File: config.mk
export PLATFORM = sky130hd
export DESIGN_NAME = var_delay_tap_reader
export DESIGN_NICKNAME = d
export VERILOG_FILES = /design/src/rtl/var_delay_tap_reader_pkg.sv /design/src/rtl/var_delay_tap_reader_ram.sv /design/src/rtl/var_delay_tap_reader.sv
export SDC_FILE = /design/constraint.sdc
export NUM_CORES = 1
export LEC_CHECK = 0
export BUFFER_PORTS_ARGS = -buffer_cell sky130_fd_sc_hd__buf_4
export CAP_MARGIN = 10
export CORE_MARGIN = 1
export CORE_UTILIZATION = 60
export DETAILED_ROUTE_END_ITERATION = 10
export HOLD_SLACK_MARGIN = 0.02
export PLACE_DENSITY = 0.79
export SLEW_MARGIN = 20
export SYNTH_ARGS = -nofsm -noshare
export SYNTH_HDL_FRONTEND = slang
export SYNTH_SLANG_ARGS = --single-unit
File: constraint.sdc
create_clock -name i_clk -period 5.9 [get_ports i_clk]
set_input_delay 0.295 -clock i_clk [delete_from_list [all_inputs] [get_ports i_clk]]
set_output_delay 0.295 -clock i_clk [all_outputs]
set_load 0.05 [all_outputs]
File: src/rtl/var_delay_tap_reader_pkg.sv
// Shared types for the programmable tap delay line.
package var_delay_tap_reader_pkg;

  // FILL: buffer not yet primed for the latched depth.
  // RUN:  each enabled edge presents a real delayed sample.
  typedef enum logic {
    ST_FILL = 1'b0,
    ST_RUN  = 1'b1
  } state_t;

endpackage

File: src/rtl/var_delay_tap_reader_ram.sv
// Simple dual-port RAM: one synchronous write port and one read port.
// The read is combinational from the array, so a read and a write to the
// same address on the same edge return the old contents.
module sdp_ram_sync #(
  parameter int DATA_WIDTH = 16,
  parameter int ADDR_WIDTH = 4
) (
  input  logic                  clk,
  input  logic                  we,
  input  logic [ADDR_WIDTH-1:0] waddr,
  input  logic [DATA_WIDTH-1:0] wdata,
  input  logic [ADDR_WIDTH-1:0] raddr,
  output logic [DATA_WIDTH-1:0] rdata
);

  logic [DATA_WIDTH-1:0] mem [2**ADDR_WIDTH];

  // Write port. Contents are never cleared; the fill counter masks stale data.
  always_ff @(posedge clk) begin
    if (we) mem[waddr] <= wdata;
  end

  assign rdata = mem[raddr];

endmodule

File: src/rtl/var_delay_tap_reader.sv
// Run-time programmable delay line built on a circular buffer.
// Behaves like an enable-gated shift register of depth D = i_delay+1, with a
// fill FSM that suppresses output until D samples have been written.
module var_delay_tap_reader
  import var_delay_tap_reader_pkg::*;
#(
  parameter int DATA_WIDTH = 16,
  parameter int ADDR_WIDTH = 4
) (
  input  logic                  i_clk,
  input  logic                  i_rst,
  input  logic                  i_shift_en,
  input  logic [DATA_WIDTH-1:0] i_data_in,
  input  logic [ADDR_WIDTH-1:0] i_delay,
  output logic [DATA_WIDTH-1:0] o_data_out,
  output logic                  o_data_valid,
  output logic                  o_filling
);

  state_t                state, state_n;
  logic [ADDR_WIDTH-1:0] wr_ptr, wr_ptr_n;
  logic [ADDR_WIDTH:0]   fill_cnt, fill_cnt_n;
  logic [ADDR_WIDTH:0]   d_l, d_l_n;
  logic [DATA_WIDTH-1:0] out_n;
  logic                  valid_n;

  logic [ADDR_WIDTH:0]   d_req;
  logic [ADDR_WIDTH:0]   d_m1;
  logic [ADDR_WIDTH-1:0] rd_addr;
  logic [DATA_WIDTH-1:0] rd_data;
  logic [DATA_WIDTH-1:0] tap;
  logic                  we;

  // Depth is one more than the select so a select of 0 means "no extra delay".
  assign d_req   = {1'b0, i_delay} + (ADDR_WIDTH+1)'(1);
  assign d_m1    = d_l - (ADDR_WIDTH+1)'(1);
  // Natural overflow of the subtraction gives the modulo-depth wrap; at full
  // depth this lands on wr_ptr+1, the oldest entry.
  assign rd_addr = wr_ptr - d_m1[ADDR_WIDTH-1:0];
  // Depth 1 has nothing stored yet for this sample, so bypass the buffer.
  assign tap     = (d_l == (ADDR_WIDTH+1)'(1)) ? i_data_in : rd_data;
  assign we      = i_shift_en && !i_rst;
  assign o_filling = (state == ST_FILL);

  sdp_ram_sync #(
    .DATA_WIDTH(DATA_WIDTH),
    .ADDR_WIDTH(ADDR_WIDTH)
  ) u_ram (
    .clk   (i_clk),
    .we    (we),
    .waddr (wr_ptr),
    .wdata (i_data_in),
    .raddr (rd_addr),
    .rdata (rd_data)
  );

  // Next-state: delay change restarts the fill, otherwise advance on enables.
  always_comb begin
    state_n    = state;
    wr_ptr_n   = wr_ptr;
    fill_cnt_n = fill_cnt;
    d_l_n      = d_l;
    out_n      = o_data_out;
    valid_n    = o_data_valid;
    if (i_shift_en) wr_ptr_n = wr_ptr + ADDR_WIDTH'(1);
    if (d_req != d_l) begin
      // The write on this edge still counts toward the new fill.
      d_l_n      = d_req;
      state_n    = ST_FILL;
      fill_cnt_n = i_shift_en ? (ADDR_WIDTH+1)'(1) : '0;
      out_n      = '0;
      valid_n    = 1'b0;
    end else if (i_shift_en) begin
      case (state)
        ST_FILL: begin
          // >= also covers a fill count already at depth after a change to D=1.
          if (fill_cnt >= d_m1) begin
            state_n    = ST_RUN;
            fill_cnt_n = d_l;
            out_n      = tap;
            valid_n    = 1'b1;
          end else begin
            fill_cnt_n = fill_cnt + (ADDR_WIDTH+1)'(1);
          end
        end
        default: begin
          out_n   = tap;
          valid_n = 1'b1;
        end
      endcase
    end
  end

  // State register; reset samples the requested delay.
  always_ff @(posedge i_clk) begin
    if (i_rst) begin
      state        <= ST_FILL;
      wr_ptr       <= '0;
      fill_cnt     <= '0;
      d_l          <= d_req;
      o_data_out   <= '0;
      o_data_valid <= 1'b0;
    end else begin
      state        <= state_n;
      wr_ptr       <= wr_ptr_n;
      fill_cnt     <= fill_cnt_n;
      d_l          <= d_l_n;
      o_data_out   <= out_n;
      o_data_valid <= valid_n;
    end
  end

endmodule

## After elaboration in Yosys (flattened, before gate mapping)

Memory sizes are Yosys's and may differ from the RTL's.
Index checks and enable logic that the tools add are counted.

- Register bits: 32
- Memories: 1
- Bits in read-only memories: 0
- RAM bits: 256
- Logic and storage cells: 41
- Output and inout bits: 18
- Input port bits: 23
- Bits in latches: 0

Memory list:

| name | depth | width | rd ports | clocked after memory_dff | wr ports | RTL line | source |
|---|---|---|---|---|---|---|---|
| u_ram.mem | 16 | 16 | 1 | 0 | 1 | var_delay_tap_reader_ram.sv:16 | `logic [DATA_WIDTH-1:0] mem [2**ADDR_WIDTH];` |

- Reductions and logical operators: 8
- Magnitude comparators: 1
- Div/mod/pow operators: 0
- Bitwise logic cells: 1
- Add/subtract/negate cells: 5
- Shifts and indexed selects: 0
- Multiply operators: 0
- Multiplexer cells: 16
- Equal/unequal tests: 3

Operators with widths:

| kind | count |
|---|---|
| 16-bit 2-to-1 mux | 3 |
| 5-bit 2-to-1 mux | 6 |
| 1-bit 2-to-1 mux | 7 |
| 2-bit nonzero test | 3 |
| 4-bit by 1-bit adder with 5-bit output, second input constant | 1 |
| 5-bit by 1-bit adder with 5-bit output, second input constant | 1 |
| 5-bit by 1-bit == test with 1-bit output, second input constant | 1 |
| 5-bit greater-or-equal comparator | 1 |
| 5-bit inequality test | 1 |
| 5-bit by 1-bit subtractor with 5-bit output, second input constant | 1 |
| 4-bit by 1-bit adder with 4-bit output, second input constant | 1 |
| 2-bit AND reduction | 2 |
| 4-bit subtractor | 1 |
| 2-bit by 1-bit inequality test with 1-bit output, second input constant | 1 |
| 2-bit OR reduction | 1 |
| 1-bit logical AND | 1 |
| 1-bit zero test | 1 |
| 1-bit NOT | 1 |

## Depth between registers and ports, before layout

- Depth after elaboration: 6
- Depth in mapped cells: 11
- Depth with buffers taken out: 10

## By module

Synthesis repeated with hierarchy kept, for this count alone.

- Cells, all modules: 607
- Area total of the unflattened synthesis: 11,617.4 µm²

By module, submodules not included:

| module | seq. area each (µm²) | area each (µm²) | cells each | times used |
|---|---|---|---|---|
| sdp_ram_sync | 7,687.4 | 9,723.1 | 416 | 1 |
| var_delay_tap_reader | 690.7 | 1,894.3 | 191 | 1 |

## Worst setup path before layout

Ideal clock, no wire load.

- Path type: flip-flop to flip-flop
- From: register d_l[0]
- To: register o_data_out[3]
- Period minus slack after synthesis: 2,858 ps
- Data arrival time: 2,732 ps
- Path slack: 3,042 ps
- Setup time: 126 ps
- Stages on the path, launching flop included: 11
- Data required time: 5,774 ps
- Buffers on the path: 2
- Cell sequence: edfxtp_1 inv_1 ha_1 inv_1 fa_1 clkbuf_1 clkbuf_1 mux4_2 mux2i_1 o221a_1 a211oi_2

- Word-level cells in the longest chain between the ends: 6
- Elaborated cells between the ends (all ways): 12
- Classes of those cells: add/sub: 2; order compare: 1; eq/ne: 2; mux: 3; reduce/logical: 3; memory: 1

Ends and longest elaborated chain:

| item | RTL line | source |
|---|---|---|
| from (decl) | var_delay_tap_reader.sv:23 | `logic [ADDR_WIDTH:0] d_l, d_l_n;` |
| from (signal assigned) | var_delay_tap_reader.sv:100 | `d_l <= d_req;` |
| from (signal assigned) | var_delay_tap_reader.sv:107 | `d_l <= d_l_n;` |
| 5-bit by 1-bit subtractor with 5-bit output | var_delay_tap_reader.sv:36 | `assign d_m1 = d_l - (ADDR_WIDTH+1)'(1);` |
| 4-bit subtractor | var_delay_tap_reader.sv:39 | `assign rd_addr = wr_ptr - d_m1[ADDR_WIDTH-1:0];` |
| memory 16 x 16 bit | -- |  |
| 16-bit 2-to-1 mux | var_delay_tap_reader.sv:41 | `assign tap = (d_l == (ADDR_WIDTH+1)'(1)) ? i_data_in : rd_data;` |
| 16-bit 2-to-1 mux | var_delay_tap_reader.sv:77 | `if (fill_cnt >= d_m1) begin` |
| 16-bit 2-to-1 mux | var_delay_tap_reader.sv:74 | `case (state)` |
| to (signal assigned) | var_delay_tap_reader.sv:108 | `o_data_out <= out_n;` |
| to (decl) | var_delay_tap_reader.sv:15 | `output logic [DATA_WIDTH-1:0] o_data_out,` |

Several ways; a longest one is shown, not always the timed one. The select of a mux whose other input is x is not followed.
A chain may end at the register's enable or synchronous reset.

## Worst setup path after layout

- From: register d_l[0]
- To: register o_data_out[13]

Same word-level chain as after synthesis.

==> flow_summary.ini <==
[yosys]
syn-num-nets = 650
synth-warning-count = 0
postSynthAreaPerCell_um2 = 19.2
synth-seq-cells = 288
postSynth.asyncResetShare = 0
netlist_area_pre_place_mm2 = 0.0117
yosys_most_used_dff = sky130_fd_sc_hd__edfxtp_1
post_synthesis_cell_count = 610
seq_area_frac_synth = 0.716
synth_edf_count = 261
synth_cell_types = 46

[route]
wl_per_cell_um = 26.1
num_vias = 5961
final_antenna_net_count = 0
drt-vias-per-instance = 6.31
wire_length_after_detailed_routing_um = 24700
iteration_0_drc_count_of_the_detailed_router = 511
drc = 0
drt-pass1-iter-count = 8

[sta]
rsz0062_at_grt = no
worst_rel_slew_slack = 0.246
finalCritPeriodShare = 0.642
setup_tns_ps = 0
drv_slew = 0
worst_clock_skew_ps = 6.29
setup_violations = 0
fin_crit_ps = 3790
achievable-frequency_mhz = 264
worst_slew_pin_slew_ps = 1130
report.final.hold_viol_count = 0

[placement]
globalplace.congestion = 0.784
post-dp-hpwl_um = 13400
io_buffer_count = 40
dpl.cell_count = 894
placedInstanceArea_mm2 = 0.0123

[worst_setup_path]
timing_worst_setup_path_type = flip-flop to flip-flop
worst_ep_arrival_time_ps = 4230
endpoint_kind_of_the_worst_setup_timing_path = flip-flop
critical_path_peak_fanout = 33
critPathRequiredTime_ps = 6340
critical_path.startpoint_type = flip-flop

[global_route]
grt_first_pass_wirelength_um = 36500
grt_pass1_vias = 6103
gr-usage-all-layers = 0.257
grt_antenna_before_repair = 0
grt_start_max_net_pins = 42
gr-total-overflow = 0

[finish]
antenna-diode-count = 0
instances_no_fill = 945
post_route_cells_drive_above_1_share = 0.245
nNetsFinal = 705
design_area_mm2 = 0.0132
layout_overhead_on_the_synthesized_area_pct = 12.8

[outcome]
result_of_the_run = finished, final reports clean

[power_and_ir_drop]
total_leakage_power_nw = 4.44
vdd_drop_max_mv = 0.260
comb_power_share = 0.144
power.share.sequential = 0.485
power.internal_w = 0.00357
clockPowerShare = 0.371
power_switching_share = 0.232
power_density_mw_per_mm2 = 353
netSwitchingPower_w = 0.00108

[clock_tree]
root_buffer = sky130_fd_sc_hd__clkbuf_16
clock_latency_ps = 540
cts-buffers-inserted = 28
ctsHtreeMaxLevel = 1
cts.reportedPaths.clkPinSlew_ps = 60
cts_tree = done
cts_sink_count = 288
postCtsSetupBuffers = 0
clockBufferDepth = 3

[floorplan]
die_height_um = 142
floorplan.die_area_mm2 = 0.0201
std_cell_rows = 50
die_span_in_x_um = 142
core_mm2 = 0.0189
io_pins = 41
start_util = 0.619

[flow_run]
timing.max_cap.violations = 0

[worst_hold_path]
worst_hold_path_type = input pin to flip-flop
-- cell families (layout without fill, tap and decap cells) --
| family | Yosys count | after routing | synth area share |
|---|---|---|---|
| adder cells (fa/ha/maj) | 17 | 17 | 0.0188 |
| flip-flops | 288 | 288 | 0.716 |
| XOR/XNOR | 13 | 13 | 0.0118 |
| multiplexers | 99 | 99 | 0.154 |
| buffers and inverters | 36 | 111 | 0.0154 |
| AO/OA/AOI/OAI | 63 | 63 | 0.0403 |
| AND/OR/NAND/NOR | 94 | 94 | 0.0435 |
-- worst paths after layout --
kind	from	to	slack, ps	cells past startpoint
worst max register to register	d_l[0]$_DFFE_PP_	o_data_out[13]$_SDFFE_PP0P_	2110	9
worst min register to register	o_data_valid$_SDFFE_PP0P_	o_data_valid$_SDFFE_PP0P_	500	2
worst min-delay path	i_delay[0]	d_l[0]$_DFFE_PP_	40	2
worst max-delay path	d_l[0]$_DFFE_PP_	o_data_out[13]$_SDFFE_PP0P_	2110	9
-- power by group through the flow --
| stage | Clock, W | Sequential, W | Combinational [W] |
|---|---|---|---|
| final | 0.00173 | 0.00226 | 0.000670 |
| after detailed placement | 0 | 0.00230 | 0.000670 |
| after global placement | 0 | 0.00230 | 0.000652 |
| after floorplan | 0 | 0.00230 | 0.000523 |
| after global routing | 0.00182 | 0.00226 | 0.000718 |
| after CTS | 0.00174 | 0.00226 | 0.000675 |
-- registers in the layout, indices dropped and copies added (netlist names) --
| signal | count |
|---|---|
| u_ram.mem | 256 |
| o_data_out | 16 |
| d_l | 5 |
| fill_cnt | 5 |
| wr_ptr | 4 |
| o_data_valid | 1 |
| state | 1 |
-- per-layer routing --
metal  track usage  vias to the layer above  share of wire
li1              -                     2580              -
met1         0.345                     3050           0.39
met2         0.432                      274           0.51
met3        0.0351                       57          0.068
met4         0.103                        0          0.032
met5             0                        -              0
-- cells in the mapped netlist (all sizes together), types with 2 or more instances --
| master | number | area [um2] |
|---|---|---|
| clkbuf | 15 | 56.3 |
| and2 | 20 | 125 |
| inv | 8 | 30.0 |
| nor3b | 3 | 22.5 |
| nand3 | 4 | 20.0 |
| a211oi | 4 | 45.1 |
| edfxtp | 261 | 7840 |
| nand3b | 2 | 15.0 |
| nor3 | 3 | 26.3 |
| xnor2 | 7 | 68.8 |
| nand4 | 2 | 27.5 |
| buf | 13 | 93.8 |
| and3 | 2 | 12.5 |
| o21ai | 10 | 50.1 |
| o221a | 3 | 33.8 |
| nor2b | 6 | 37.5 |
| o22a | 13 | 114 |
| mux2i | 35 | 363 |
| xor2 | 5 | 43.8 |
| a311oi | 7 | 61.3 |
| nand2 | 26 | 97.6 |
| mux4 | 64 | 1440 |
| dfxtp | 27 | 541 |
| nor2 | 21 | 78.8 |
| a31oi | 8 | 50.1 |
| ha | 16 | 200 |
| o21bai | 7 | 52.6 |
| a21oi | 7 | 35.0 |
-- cell type report --
| class | instances | area [um2] |
|---|---|---|
| multi-input cells | 286 | 3170 |
| fillers | 1170 | 5700 |
| clock buffers | 38 | 779 |
| well taps | 260 | 325 |
| repair buffers | 53 | 400 |
| clock inverters | 12 | 111 |
| inverters | 8 | 30.0 |
| flip-flops and latches | 288 | 8380 |
-- critical path: stages, from the launching register on --
cell and delay (ps):
sky130_fd_sc_hd__edfxtp_1 450, sky130_fd_sc_hd__inv_1 160, sky130_fd_sc_hd__ha_1 360, sky130_fd_sc_hd__inv_1 60, sky130_fd_sc_hd__fa_2 1190, sky130_fd_sc_hd__buf_4 550
sky130_fd_sc_hd__mux4_2 290, sky130_fd_sc_hd__mux2i_1 80, sky130_fd_sc_hd__o22a_1 230, sky130_fd_sc_hd__a311oi_1 300
-- placed cells by master (no fill, tap or decap), drive strengths merged, types with 8 or more instances in the layout --
cell type	Yosys	final
edfxtp	261	261
mux4	64	64
buf	13	52
clkbuf	15	38
mux2i	35	35
dfxtp	27	27
nand2	26	26
nor2	21	21
and2	20	20
ha	16	16
o22a	13	13
o21ai	10	10
clkinv	0	9
inv	8	8
a31oi	8	8
-- through the flow --
| step | hold WS [ps] | power, W | worst slack (ps) | util |
|---|---|---|---|---|
| after floorplan | 367 | 0.00282 | 3040 | - |
| after global placement | 454 | 0.00295 | 2270 | 0.651 |
| after detailed placement | 485 | 0.00297 | 2100 | 0.651 |
| after CTS | 23.8 | 0.00467 | 2070 | 0.698 |
| after global routing | 38.7 | 0.00479 | 1930 | 0.698 |
| final | 42.2 | 0.00465 | 2110 | 0.698 |
-- timing repair --
action / 4_1_cts / 5_1_grt
endpoints found under the hold margin: 5 / 0
gates resized for setup: 0 / 0
hold buffers: 1 / 0
Power figures use the tool's default switching activity.
